File: src/rtl/l2_cacheline_adaptor.sv
// l2_cacheline_adaptor
//   Turns single-line L2 read/write requests into fixed-length bursts on the
//   physical-memory side. Read beats are assembled into a full line, and
//   write-back lines are sent out one beat at a time. The L2 gets a one-cycle
//   line_resp when the whole line has transferred.
//
// Ports
//   clk            clock, rising edge
//   rst            asynchronous active-low reset
//   line_address   L2 request address (byte address; offset bits ignored)
//   line_read      L2 line read request, held until line_resp
//   line_write     L2 line write request, held until line_resp
//   line_wdata     line to write back
//   line_rdata     assembled read line (line buffer)
//   line_resp      one-cycle completion pulse
//   burst_address  line-aligned memory address, 0 when idle
//   burst_read     memory read request
//   burst_write    memory write request
//   burst_wdata    current write beat, 0 outside a write burst
//   burst_rdata    read beat from memory
//   burst_resp     per-beat handshake from memory
//
// States
//   IDLE | waiting for a request; requests are sampled only here
//   RD   | read burst in progress, one beat per burst_resp
//   WR   | write burst in progress, one beat per burst_resp
//   DONE | line_resp pulse, memory request dropped

module l2_cacheline_adaptor #(
  parameter int s_offset = 5,
  parameter int s_line   = 256,
  parameter int s_burst  = 64
) (
  input  logic                clk,
  input  logic                rst,
  input  logic [31:0]         line_address,
  input  logic                line_read,
  input  logic                line_write,
  input  logic [s_line-1:0]   line_wdata,
  output logic [s_line-1:0]   line_rdata,
  output logic                line_resp,
  output logic [31:0]         burst_address,
  output logic                burst_read,
  output logic                burst_write,
  output logic [s_burst-1:0]  burst_wdata,
  input  logic [s_burst-1:0]  burst_rdata,
  input  logic                burst_resp
);

  localparam int nb    = s_line / s_burst;
  localparam int cnt_w = (nb > 1) ? $clog2(nb) : 1;
  localparam logic [cnt_w-1:0] last_beat = cnt_w'(nb - 1);

  typedef enum logic [1:0] {
    IDLE = 2'd0,
    RD   = 2'd1,
    WR   = 2'd2,
    DONE = 2'd3
  } state_t;

  state_t state, state_nxt;

  logic [cnt_w-1:0]            beat_cnt;
  logic [31-s_offset:0]        line_tag;
  logic [nb-1:0][s_burst-1:0]  line_buf;
  logic [31:0]                 aligned_addr;
  logic                        last_handshake;

  // Byte-offset bits of the request never reach memory.
  logic unused_offset_bits;
  assign unused_offset_bits = ^line_address[s_offset-1:0];

  assign aligned_addr   = {line_tag, {s_offset{1'b0}}};
  assign last_handshake = burst_resp && (beat_cnt == last_beat);
  assign line_rdata     = line_buf;

  always_ff @(posedge clk or negedge rst) begin
    if (!rst) begin
      state <= IDLE;
    end else begin
      state <= state_nxt;
    end
  end

  always_comb begin
    state_nxt     = state;
    burst_read    = 1'b0;
    burst_write   = 1'b0;
    line_resp     = 1'b0;
    burst_wdata   = '0;
    burst_address = '0;
    case (state)
      IDLE: begin
        // Read has priority when both requests are raised together.
        if (line_read) begin
          state_nxt = RD;
        end else if (line_write) begin
          state_nxt = WR;
        end
      end
      RD: begin
        burst_read    = 1'b1;
        burst_address = aligned_addr;
        if (last_handshake) begin
          state_nxt = DONE;
        end
      end
      WR: begin
        burst_write   = 1'b1;
        burst_address = aligned_addr;
        burst_wdata   = line_buf[beat_cnt];
        if (last_handshake) begin
          state_nxt = DONE;
        end
      end
      DONE: begin
        line_resp     = 1'b1;
        burst_address = aligned_addr;
        state_nxt     = IDLE;
      end
      default: begin
        state_nxt = IDLE;
      end
    endcase
  end

  // Beat counter, latched line address and the shared line buffer. The buffer
  // doubles as write-back source and read assembly area; beat 0 is the LSBs.
  always_ff @(posedge clk or negedge rst) begin
    if (!rst) begin
      beat_cnt <= '0;
      line_tag <= '0;
      line_buf <= '0;
    end else begin
      case (state)
        IDLE: begin
          if (line_read) begin
            line_tag <= line_address[31:s_offset];
          end else if (line_write) begin
            line_tag <= line_address[31:s_offset];
            line_buf <= line_wdata;
          end
        end
        RD: begin
          if (burst_resp) begin
            line_buf[beat_cnt] <= burst_rdata;
            beat_cnt           <= (beat_cnt == last_beat) ? '0 : beat_cnt + 1'b1;
          end
        end
        WR: begin
          if (burst_resp) begin
            beat_cnt <= (beat_cnt == last_beat) ? '0 : beat_cnt + 1'b1;
          end
        end
        default: begin
        end
      endcase
    end
  end

endmodule

File: config.mk
export PLATFORM = sky130hd
export DESIGN_NAME = l2_cacheline_adaptor
export DESIGN_NICKNAME = d
export VERILOG_FILES = /design/src/rtl/l2_cacheline_adaptor.sv
export SDC_FILE = /design/constraint.sdc
export NUM_CORES = 1
export LEC_CHECK = 0
export ABC_AREA = 1
export CAP_MARGIN = 5
export CORE_AREA = 10 10 267 269
export DETAILED_ROUTE_END_ITERATION = 7
export DIE_AREA = 0 0 277 279
export RECOVER_POWER = 50
export SLEW_MARGIN = 20
export SYNTH_ARGS = -nofsm -noshare
export SYNTH_HDL_FRONTEND = slang
export SYNTH_SLANG_ARGS = --single-unit
File: constraint.sdc
create_clock -name clk -period 6.15 [get_ports clk]
set_clock_uncertainty 0.15 [all_clocks]
set_input_delay 0.9225 -clock clk [delete_from_list [all_inputs] [get_ports clk]]
set_output_delay 0.9225 -clock clk [all_outputs]
set_load 0.02 [all_outputs]
; Word-level counts from Yosys, hierarchy flattened
; Cells that the tools add are included.
[totals]
word_cells = 51
reg_bits = 287
memories = 0
latchBits = 0
mem_bits_rw = 0
in_bits = 357
mem_bits_ro = 0
output_inout_bits = 355
[classes]
bitwise_logic = 0
muxes = 21
n_reduce_logical = 11
div = 0
n_eq_ne = 9
multipliers = 0
shift = 0
magnitude_cmp = 2
add_sub_neg = 1
[op_table]
columns = cell, n
row1 = 2-to-1 mux 256 bit, 3
row2 = one-hot mux 256 bit (2 select lines), 1
row3 = bitwise mux 256 bit, 1
row4 = 2-to-1 mux 64 bit, 3
row5 = binary-select mux 64 bit (select 2 bit), 1
row6 = demux 64 bit (select 2 bit), 1
row7 = 2-to-1 mux 27 bit, 2
row8 = 2-to-1 mux 32 bit, 1
row9 = 2-to-1 mux 2 bit, 4
row10 = "== test 2 bit, second input constant", 3
row11 = "inequality test 2 bit, second input constant", 3
row12 = one-hot mux 2 bit (3 select lines), 1
row13 = AND reduction 2 bit, 3
row14 = AND reduction 4 bit, 1
row15 = nonzero test 2 bit, 2
row16 = "less-than comparator 2 x 3 -> 1 bit, second input constant", 1
row17 = 2-to-1 mux 1 bit, 3
row18 = "inequality test 3 bit, second input constant", 1
row19 = OR reduction 3 bit, 1
row20 = "adder 2 x 1 -> 2 bit, second input constant", 1
row21 = "== test 2 x 1 -> 1 bit, second input constant", 1
row22 = ">= comparator 2 x 1 -> 1 bit, second input constant", 1
row23 = logical AND 1 bit, 2
row24 = zero test 2 bit, 1
row25 = other kinds (2), 2

; Depth between registers and ports, before layout
; Gate-level depths: netlist (run 1).
[depth]
depth_word = 7
depth_mapped = 10
ltp_nobuf = 8

; Worst setup path before layout (run 1)
; OpenSTA, ideal clock, no wires.
[synth_timing]
kind = flip-flop to output port
from = register state[0]
to = output burst_address[11]
path_stages_with_launch = 6
setup_slack_ns = 3.611
required_time_ns = 5.077
arrival_ns = 1.466
path_buffers = 2
path_cell_list = dfrtp_1 > inv_1 > ha_1 > clkbuf_1 > clkbuf_1 > nor2_1
[synth_via]
elab_chain_len = 3
elab_cells_between_ends = 5
classes_between = eq/ne (3) / mux (1) / reduce/logical (1)
[synth_lines]
columns = item, line_no
row1 = "start, declared", 61  ; state_t state, state_nxt;
row2 = "start signal, assigned", 81  ; state <= state_nxt;
row3 = == test 2 bit or == test 2 x 1 -> 1 bit (tied branches), 92  ; case (state)
row4 = OR reduction 3 bit (no source line) (*), -
row5 = 2-to-1 mux 32 bit (*), 92
row6 = "end, declared", 42  ; output logic [31:0] burst_address,
; Every way passes the cells marked *; elsewhere a longest branch is shown, timed or not.

; Worst setup path in the final report (run 1)
[layout_timing]
from = register beat_cnt[0]
to = output burst_wdata[46]
[layout_via]
elab_chain_len = 3
[layout_lines]
columns = item, line_no
row1 = "start, declared", 63  ; logic [cnt_w-1:0] beat_cnt;
row2 = "start signal, assigned", 147  ; beat_cnt <= (beat_cnt == last_beat) ? '0 : beat_cnt + 1'b1;
row3 = "start signal, assigned", 152  ; beat_cnt <= (beat_cnt == last_beat) ? '0 : beat_cnt + 1'b1;
row4 = binary-select mux 64 bit (select 2 bit), 111  ; burst_wdata = line_buf[beat_cnt];
row5 = 2-to-1 mux 64 bit (implied by the code), 111
row6 = 2-to-1 mux 64 bit, 92
row7 = "end, declared", 45  ; output logic [s_burst-1:0] burst_wdata,
; No other way between the ends. The select of a mux whose other input is x is not followed.

==> flow_results.org, run 1 <==
** Route
- Number of vias after detailed routing :: between 20000 and 25000
- Routed length per instance :: approximately 24 um
- Pre-Repair DR Iteration Count :: 5
- For this run, design rule violations remaining after detail routing come to 0.
- In the routed layout, each cell is associated on average with a via count of around 5.2.
- Once detail routing completed, the nets flagged for antenna violations numbered 0.
- Initial DRC count :: 2326
- The final layout contains routed wiring with a total length of 104.7 mm.

** Floorplan
- Area enclosed by the die boundary :: about 77000 um2
- Row cnt :: between 90 and 100
- Die height :: around 280 um
- Die width :: 277 um
- Core box area :: 65630 um2
- Initial Utilization :: between 20% and 30%
- Num ports :: 712

** Final layout
- From synthesis to final layout, the design area changed by 47.15%.
- Summing all multi-input logic gate instances after layout gives roughly 9600 um2.
- Cells with a size suffix above 1 make up under 10% of the layout.
- At the end of the flow the core is filled with cells to 41.41%.
- Sequential standard cell area :: between 7000 and 8000 um2
- Excluding fillers, the count of instances in the completed layout stands at around 4300.
- Counting the fill cells in the layout gives 7065.
- After routing the design area is roughly 27000 um2.
- The final layout contains 3772 nets.

** Synth
- The share of the Yosys chip area taken by registers is about two fifths.
- Counting distinct cell types in the post-synthesis netlist gives 21.
- Count of mapped cells out of synthesis :: 2880
- In this run the cell area of the synthesized design comes to 18470 um2.
- After synthesis, the largest area contributor takes up between 30% and 40% of total cell area.
- The synthesized design spends more area on one cell type than any other, namely sky130_fd_sc_hd__dfrtp_1.
- The commonest cells after synthesis are sky130_fd_sc_hd__nand2_1, sky130_fd_sc_hd__nand3_1, sky130_fd_sc_hd__dfrtp_1.
- Largest cells by area after synthesis :: sky130_fd_sc_hd__dfrtp_1, sky130_fd_sc_hd__nand2_1, sky130_fd_sc_hd__nand3_1, sky130_fd_sc_hd__nand4_1, sky130_fd_sc_hd__buf_2
- For this run, asynchronously set or reset flops after synthesis account for 100.0%.
- Total number of yosys warnings :: 0
- Among all flip-flop cells after synthesis, the most frequent one is sky130_fd_sc_hd__dfrtp_1.
- The average instance in the mapped netlist occupies about 6.4 um2.
- Yosys mapped a number of flops with a built-in enable equal to 0.
- After synthesis the netlist holds a flip-flop and latch count of approximately 290.
- Among all cell types in the netlist, the one instantiated most often is sky130_fd_sc_hd__nand2_1.

** Global routing
- GR Util All Layers :: between 20% and 30%
- Maximum number of pins on one net before global-route repair :: 142
- The number of antenna violations at the first check in global routing came to 21.
- Global routing finished with a remaining overflow of 0.
- Global-route wire length before repair :: between 150 and 200 mm
- The number of global-route vias before repair was approximately 22000.

** Pwr
- Overall power consumption after layout is estimated at between 15 and 20 mW.
- Part of the power in the clock network :: between 10% and 20%
- The internal portion of the total power is ~7.6 mW.
- For this design the ratio of total power to cell area is 612.9 nW/um2.
- The share of total power dissipated in sequential elements is between 20% and 30%.
- Leak :: between 10 and 15 nW
- For this design the total switching power over the nets is between 9 and 10 mW.
- The worst-case IR drop observed on VDD is 524.7 uV.
- Combinational logic burns ~65% of the power.
- Sw Ratio :: a little over half

** Timing
- Post-layout min period :: between 4000 and 5000 ps
- Hold is met by approximately 340 ps.
- In the post-route analysis, the smallest setup slack over all paths is about 1500 ps.
- Endpoints failing setup :: 0
- The max-slew violation total from the final report is approximately 160.
- Setup total negative slack :: 0 ps
- RSZ-0062 raised after global routing :: false
- Dividing the final minimum period by the clock period gives 75.07%.
- Relative slew margins :: -104.8%
- Pin slew with the least headroom to its limit :: 3072 ps
- The count of endpoints failing hold in the final timing report was 0.
- Maximum clock rate :: 216.6 MHz

** Clock tree
- The later pin in the worst-skew pair is clocked with a latency of approximately 560 ps.
- The H-tree was split into 2 levels.
- Gates resized during post-CTS repair numbered 0.
- The number of hold buffers added after CTS was 0.
- Root Buffer Master :: sky130_fd_sc_hd__clkbuf_16
- The number of clock buffers added by TritonCTS is 40.
- The clock passes through at most 3 buffers.
- Post-CTS timing repair inserted 0 buffers for setup.
- For this design, the sink count on the clock tree is roughly 290.
- TritonCTS built the clock tree.
- Clock transition at the registers of the reported paths :: ~50 ps

** Place
- The HPWL after detailed placement is 67.41 mm.
- After detailed placement, the total cell area comes to 25860 um2.
- Post-Place Cells :: 4228
- OpenSTA, run right after detailed placement, puts the worst setup slack at ~2100 ps.
- Input and output buffers added on the ports amount to ~700.
- At the end of routability-driven placement, the weighted congestion stood at roughly 0.87.

** Critical path
- Data on the critical path arrives at its endpoint at about 3500 ps.
- Kind of start point of the critical path :: flip-flop
- STA classifies the critical path endpoint as a primary output.
- Maximum fanout encountered on the critical timing path :: 85
- Type of the worst setup path :: flip-flop to primary output
- STA puts the critical path data required time at ~5100 ps.

** Hold path
- The worst hold path belongs to the class flip-flop to flip-flop.

** Outcome
- The flow ran to the end, but the final reports show violations.
- The final reports fail on max-capacitance violations, max-slew violations.

** Flow run
- Max-cap violations in this run came to 3.
-- critical path, cell delays in order (launching register included) --
cell	delay (ps)
sky130_fd_sc_hd__dfrtp_4	720
sky130_fd_sc_hd__inv_6	670
sky130_fd_sc_hd__buf_12	330
sky130_fd_sc_hd__nand2_1	80
sky130_fd_sc_hd__nand2_1	60
sky130_fd_sc_hd__nand2_1	50
sky130_fd_sc_hd__a21oi_1	360
sky130_fd_sc_hd__clkdlybuf4s50_1	690
-- placed cells by master, fill, tap and decap left out, drive strengths merged --
cell type,instances
clkbuf,64
dfrtp,287
nand3,325
inv,167
conb,5
bufinv,1
nor2,56
nand2,1426
dlygate4sd3,147
diode,15
ha,9
a21oi,94
buf,32
clkdlybuf4s50,553
nand4,256
clkinvlp,2
o21a,1
o21ai,3
clkinv,6
-- metal layers --
layer / part of all wire (%) / GRT usage, % / vias to the layer above
met4: 3.6 / 10.55 / 14
met5: 0.10 / 0 / -
li1: - / - / 10350
met2: 47 / 41.87 / 1193
met3: 10 / 7.645 / 197
met1: 39 / 31.54 / 10640
-- area by class of cell --
cell class / count / share of cell area (%)
Multi-Input combinational cell: 2175 / 35.29
Timing Repair Buffer: 734 / 26.97
Clock buffer: 62 / 4.544
Inverter: 168 / 2.371
Clock inverter: 8 / 0.2578
Tap cell: 864 / 3.978
Antenna cell: 15 / 0.1381
Sequential cell: 287 / 26.45
-- state kept, by name, summed over array words and instances (netlist names) --
register,flops
beat_cnt,2
line_rdata,256
line_tag,27
state,2
-- power groups by stage --
| stage | Clock, mW | Sequential (mW) | Combinational [mW] |
|---|---|---|---|
| floorplan | 0 | 4.24 | 5.30 |
| global placement | 0 | 3.57 | 10.8 |
| detailed placement | 0 | 3.58 | 10.9 |
| CTS | 2.41 | 3.56 | 10.9 |
| global route | 2.49 | 3.67 | 11.6 |
| finish | 2.36 | 3.56 | 10.7 |
-- cell families after synthesis --
family / synth area share, %
and+or+nand+nor: 47.73
AOI/OAI and AO/OA: 2.689
DFF: 38.88
adders and majority gates: 0.6097
other: 0.02030
buffers and inverters: 10.07
-- path summary, 6_finish.rpt --
kind                       cells after the start                          end                       start  slack (ps)
hold reg to reg                                2   line_rdata[30]$_DFFE_PN0P_  line_rdata[30]$_DFFE_PN0P_         340
setup reg to reg                               7     line_tag[10]$_DFFE_PN0P_        state[1]$_DFFE_PN0P_        1560
max in group asynchronous                      1  line_rdata[158]$_DFFE_PN0P_                         rst        2860
setup / recovery                               7              burst_wdata[46]     beat_cnt[0]$_DFFE_PN0P_        1530
hold / removal                                 2   line_rdata[30]$_DFFE_PN0P_  line_rdata[30]$_DFFE_PN0P_         340
min in group asynchronous                      1     line_tag[22]$_DFFE_PN0P_                         rst        1240
No activity file was read; power rests on OpenSTA's default activity.
==> run 2, diff against run 1 <==
==> constraint.sdc (replaced) <==
create_clock -name clk -period 4.7 [get_ports clk]
set_clock_uncertainty 0.15 [all_clocks]
set_input_delay 0.705 -clock clk [delete_from_list [all_inputs] [get_ports clk]]
set_output_delay 0.705 -clock clk [all_outputs]
set_load 0.02 [all_outputs]
==> run 2 against run 1 <==
Sequential cell count unchanged. Highest routed layer unchanged. Global-route usage decreased by 0.15 points. Power increased by 32%. Clock-buffer cell count decreased by 1. Die area unchanged. Critical path depth decreased by 3. Hold slack improved by 2.7 ps. Setup slack got worse by 990 ps. The flow still finishes with violations (max-capacitance violations, max-slew violations). Register-to-register slack got worse by 400 ps. Clock power increased by 34%.
==> flow_results.org, run 2 (synthesized netlist as in run 1, its figures left out) <==
** Place
- The final HPWL from detailed placement is 68.75 mm (+2.0%).
- The post-placement cell count is 4240 (+0.28%).
- The post-place instance area came to 26050 um2 (+0.74%).
- Quantity of I/O buffers inserted on ports :: 701 (unchanged)
- The global placer's final weighted congestion is 0.8711 (+0.33%).

** Route
- DRC violation count after routing :: 0 (unchanged)
- The detail-routed net length per standard cell is 24.15 um (-0.47%).
- Aggregate routed wire length :: 104.3 mm (-0.38%)
- The residual antenna-violating net count after detailed routing is 0 (unchanged).
- Number of vias after detailed routing :: 22380 (-0.022%)
- The average vias per placed instance came to 5.185 (-0.11%).
- The DRC marker count from the first detailed-route iteration came to 2548 (+9.5%).
- Pre-Repair DR Iteration Count :: 5 (unchanged)

** Critical path
- The worst setup path is captured at a primary output.
- The critical path is of the flip-flop to primary output type.
- Cell-by-cell trace of the critical path :: buf_4 -> nand2_1 -> a21oi_1 -> clkdlybuf4s50_1
- Maximum fanout encountered on the critical timing path :: 28 (-67%)
- The largest incremental delay on the critical path is 1000 ps (+280 ps).
- On the critical path, the stage with the largest delay is an instance of sky130_fd_sc_hd__dfrtp_1.
- Kind of start point of the critical path :: flip-flop
- The required arrival time at the worst endpoint was 3850 ps (-1230 ps).
- The data arrival time of the critical path came to 3310 ps (-230 ps).

** Clock tree
- TritonCTS built the clock tree.
- The clock edge transition at the registers on the reported setup and hold paths is 70 ps (+20 ps).
- Cts hold-fix bufs :: 0 (unchanged)
- The clock tree buffer depth is 3 (unchanged).
- Root Buffer Master :: sky130_fd_sc_hd__clkbuf_16
- CTS buffer count :: 40 (unchanged)
- Number of setup buffers added after CTS :: 0 (unchanged)
- Depth of the CTS H-tree :: 2 (unchanged)
- The count of instances resized after the clock tree is built is 0 (unchanged).
- Clock insertion delay at the later pin of the skew report :: 550 ps (about the same)
- Clock Sink Count :: 287 (unchanged)

** Final layout
- The number of fillers in the final layout is 6985 (-1.1%).
- Ratio of cells with drive above 1 in the final layout :: 3.599% (+0.22 points)
- The area of the multi-input gates is 9590 um2 (unchanged).
- Net total in the final layout :: 3784 (+0.32%)
- The library cell used most frequently in the layout, excluding fill and tap cells, is sky130_fd_sc_hd__nand2_1.
- Filler-free cell count of the finished design :: 4317 (+0.093%)
- The number of flip-flops in the largest register is 256 (unchanged).
- Cell area after layout :: 27370 um2 (+0.70%)
- Layout area overhead :: 48.18%
- The total area of sequential cells was 7186 um2 (about the same).
- In the layout the commonest cells are sky130_fd_sc_hd__nand2_1, sky130_fd_sc_hd__clkdlybuf4s50_1, sky130_fd_sc_hd__nand3_1.

** Global routing
- The leftover overflow at the end of global routing was 0 (unchanged).
- The global-route wire length before repair came to 151.8 mm (-0.72%).
- The pin count of the biggest net entering global routing is 140 (-1.4%).
- Vias in the first global route :: 21560 (-1.4%)
- Antenna violations before repair :: 13 (-38%)
- GR Util All Layers :: 25.63% (-0.15 points)

** Pwr
- Leak :: 13.81 nW (+0.74%)
- NetSw :: 11.88 mW (+31%)
- The register share of total power is 21.0% (-0.4 points).
- Share of power burned in combinational logic :: 64.6% (about the same)
- The cell area power density is 804.3 nW/um2 (+31%).
- Int Power :: 10.13 mW (+33%)
- The share of power burned in the clock network was 14.4% (+0.3 points).
- Worst supply voltage drop on vdd :: 600.8 uV (+15%)
- The net switching fraction of the power came to 53.98% (-0.44 points).

** Timing
- The max-slew violation total from the final report was 140 (-10%).
- The worst path in the final design needs a cycle of between 4000 and 5000 ps, including I/O delays and setup.
- Final hold vios :: 0 (unchanged)
- Endpoints failing setup :: 0 (unchanged)
- For this run, the top clock speed supported by timing is between 200 and 250 MHz.
- Pin slew with the least headroom to its limit :: 3048 ps (-24.36 ps)
- The worst hold margin is 346.2 ps (+2.707 ps).
- In the finished design, the share of the clock period the worst path needs comes to 88.54%.
- Setup repair after global routing left no endpoint under its margin.
- Relative slew margins :: -103.2% (+1.6 points)
- Setup total negative slack :: 0 ps (unchanged)

** Floorplan
- Die height :: 279 um (unchanged)
- The width of the die was 277 um (unchanged).
- The starting utilization of the core area was 28.14% (unchanged).
- The total die area is 77280 um2 (unchanged).
- The total I/O pin count is 712 (unchanged).
- Core box area :: 65630 um2 (unchanged)
- The number of rows created at floorplan came to 94 (unchanged).

** Outcome
- Run status :: finished, violations left
- The checks that failed: max-capacitance violations, max-slew violations.

** Hold path
- HP Class :: flip-flop to flip-flop

** Flow run
- The number of violations of the max-capacitance limit came to 2 (-1).
run 2: cell type report:
cell class | count | area share, %
well taps | 864 | 3.950
multi-input cells | 2175 | 35.04
diodes | 8 | 0.07315
flip-flops and latches | 287 | 26.25
clock inverters | 8 | 0.4434
inverters | 168 | 2.354
clock buffers | 61 | 4.425
repair buffers | 746 | 27.46
run 2: per-stage QoR:
stage                     power (mW)  worst slack [ps]  utilization [%]
after floorplan                12.49              2379                -
after global placement         18.95              1308            39.70
after detailed placement       19.04              1260            39.70
after CTS                      22.31             788.9            41.73
after global routing           23.45             418.2            41.68
final                          22.01             538.6            41.70
run 2: layer usage:
metal	GRT usage [%]	share of wire [%]
met3	7.753	10
met1	32.03	40
met2	41.78	47
met4	8.000	3.0
met5	0	0.10
run 2: critical path: cells and delay by family (launching register included):
kind / cells / cell delay [ps]
compound gates: 1 / 320
buf+inv: 2 / 1300
flops: 1 / 1000
simple gates: 1 / 100
run 2: power groups by stage:
stage | clock [mW] | combinational [mW] | sequential (mW)
2_1_floorplan | 0 | 6.94 | 5.55
3_3_place_gp | 0 | 14.3 | 4.65
3_5_place_dp | 0 | 14.4 | 4.66
4_1_cts | 3.23 | 14.4 | 4.64
5_1_grt | 3.33 | 15.4 | 4.76
6_report | 3.16 | 14.2 | 4.62
run 2: final timing paths:
kind,slack (ps),to,startpoint,cells past startpoint
max,540,burst_wdata[55],beat_cnt[1]$_DFFE_PN0P_,4
min,350,line_rdata[30]$_DFFE_PN0P_,line_rdata[30]$_DFFE_PN0P_,2
max reg2reg,1160,line_rdata[88]$_DFFE_PN0P_,beat_cnt[1]$_DFFE_PN0P_,9
min reg2reg,350,line_rdata[30]$_DFFE_PN0P_,line_rdata[30]$_DFFE_PN0P_,2
max in group asynchronous,1280,beat_cnt[0]$_DFFE_PN0P_,rst,1
min in group asynchronous,950,line_tag[22]$_DFFE_PN0P_,rst,1
==> edit, RTL diff (config.mk and constraints of run 2) <==
Set the parameter `s_offset` to 10 (it was 5).
--- a/src/rtl/l2_cacheline_adaptor.sv
+++ b/src/rtl/l2_cacheline_adaptor.sv
@@ -27,7 +27,7 @@
 //   DONE | line_resp pulse, memory request dropped
 
 module l2_cacheline_adaptor #(
-  parameter int s_offset = 5,
+  parameter int s_offset = 10,
   parameter int s_line   = 256,
   parameter int s_burst  = 64
 ) (
Behaviour: not the same (Yosys sat finds a counterexample within 4 cycles, from zero or initial values and one cycle with rst low).
==> edit against run 2 <==
Largest cell class unchanged; first-iteration DRC count shrank 1.8%; wire length down 1.1%; sequential cell count is 5 lower; design area is 1.9% lower; synthesized area increased by 0.84%; worst setup slack improved by 39 ps; clock power down 11%; utilization down 0.81 points; sequential power down 2%; largest power group unchanged; the run still ends with capacitance limit, slew limit left; die area unchanged; register-to-register slack worse by 530 ps; power decreased by 3.1%.
==> edit: results (changes against run 2) <==
Synthesis
  – Mapped cell area: 18600 um^2 (was 18500 um^2)
  – Seq/Total Area, Yosys: 37.9% (was 38.9%)
  – Synthesized area per cell: 6.51 um^2 (was 6.41 um^2)
  – Cell variety after synth: 22 (was 21)
  – Area contributors post-synth: dfrtp_1, nand2_1, nand3_1 (unchanged)
  – Synth cell count leaders: nand2_1, nand3_1, dfrtp_1 (unchanged)

Worst setup path
  – RR Endpoint: line_rdata[31] (was line_rdata[88])
  – Reg-to-Reg Start: state[1] (was beat_cnt[1])
  – Max incr delay on CP: 680 ps (was 1000 ps)
  – Crit-path max FO: 33 (was 28)
  – Critical-path top delay cell: clkdlybuf4s50_1 (was dfrtp_1)
  – FF-to-FF path depth: 8 (was 9)
  – Setup slack, reg-to-reg: 630 ps (was 1160 ps)
  – Crit path arrival time: 3270 ps (was 3310 ps)

STA
  – Min Hold Slack: 348 ps (was 346 ps)
  – Max-slew violation count: 154 (was 140)
  – Total negative slack: 0 ps (unchanged)
  – Worst slew pin tran: 3320 ps (was 3050 ps)

Finish
  – Multi-input logic area: 9560 um^2 (was 9590 um^2)
  – Fill cells: 6990 (was 6985)
  – Ratio of cells with drive above 1 in the final layout: 3.38% (was 3.60%)
  – Final nets: 3748 (was 3784)
  – Fin cells: 4275 (was 4317)

Global routing
  – Initial antenna violation count: 16 (was 13)
  – GR Util met2: 42.0% (was 41.8%)
  – Met3 Use GR: 7.61% (was 7.75%)
  – Largest net degree at the start of global routing: 148 (was 140)
  – Met1 usage: 30.4% (was 32.0%)
  – First-pass GRT wire length: 149 mm (was 152 mm)
  – Vias in the first global route: 21500 (was 21600)
  – GRT busiest layer: met2 (unchanged)

Run status
  – Failing checks: capacitance limit, slew limit (unchanged)
  – Status: finished with violations (unchanged)

Placement
  – Dpl hpwl: 68.8 mm (was 68.7 mm)
  – Placer Congestion: 0.866 (was 0.871)
  – DP Cell Count: 4206 (was 4240)
  – Pre-CTS WS: 1170 ps (was 1260 ps)
  – Area after DPL: 25700 um^2 (was 26100 um^2)
  – Port Buffer Count: 691 (was 701)

Hold path
  – Hold Crit Endpoint: line_rdata[37] (was line_rdata[30])
  – Worst hold path startpoint: line_rdata[37] (was line_rdata[30])

Drt
  – DR iter-0 viols: 2503 (was 2548)
  – Detailed-route wire length per cell: 24.1 um (was 24.2 um)
  – Vias/cell: 5.18 (about the same)

Clock network
  – Post-CTS Hold Buffers: 0 (unchanged)
  – CTS buffer count: 38 (was 40)

Pwr
  – Static Leak: 13.6 nW (was 13.8 nW)
  – VDD IR max: 0.642 mV (was 0.601 mV)

Job
  – Max-Cap Viols: 3 (was 2)
edit: changes by cell type after synthesis, sizes merged:
cell	change
a21oi	-5
buf	+60
clkbuf	-56
inv	-4
clkinv	-1
dfrtp	-5
nor2	-10
edit: logic make-up after synthesis:
family          count (synthesis)  share of synthesized area (%)
other cells                     1                         0.0201
fa+ha+maj                       9                          0.605
flops                         282                           37.9
simple gates                 2053                           47.4
buf+inv                       421                           11.5
compound gates                 93                           2.53
edit: cell type report:
type                    count  share of cell area (%)
diodes                      4                  0.0373
clock buffers              56                    3.95
flip-flops and latches    282                    26.3
repair buffers            732                    27.4
multi-input cells        2165                    35.6
well taps                 864                    4.03
clock inverters             9                   0.294
inverters                 163                    2.34
edit: report_power, final:
group / switching [mW] / internal (mW) / total [mW]
Sequential: 0.937 / 3.59 / 4.52
Combinational: 9.57 / 4.44 / 14.0
Clock: 1.19 / 1.61 / 2.80
edit: metal layers:
metal  vias to the layer above  routed length, um
met3                       201               9860
met5                         -                126
li1                      10200                  -
met4                        22               3540
met1                     10600              40500
met2                      1119              49200
edit: how the worst max path moves through the flow:
stage	start	to	slack, ps	cells after the start
after detailed placement	state[0]	burst_wdata[2]	1170	6
after global placement	state[0]	burst_wdata[2]	1190	6
after global routing	state[1]	line_tag[5]	270	7
final	state[0]	burst_wdata[19]	580	6
after CTS	state[0]	burst_wdata[2]	560	6
after floorplan	state[0]	burst_wdata[10]	2400	5
edit: critical path: cells and delay by family, from the launching register on:
| kind | cells | cell delay, ps |
|---|---|---|
| AOI/OAI and AO/OA | 1 | 250 |
| DFF | 1 | 450 |
| buffers and inverters | 4 | 1790 |
| adders and majority gates | 1 | 190 |
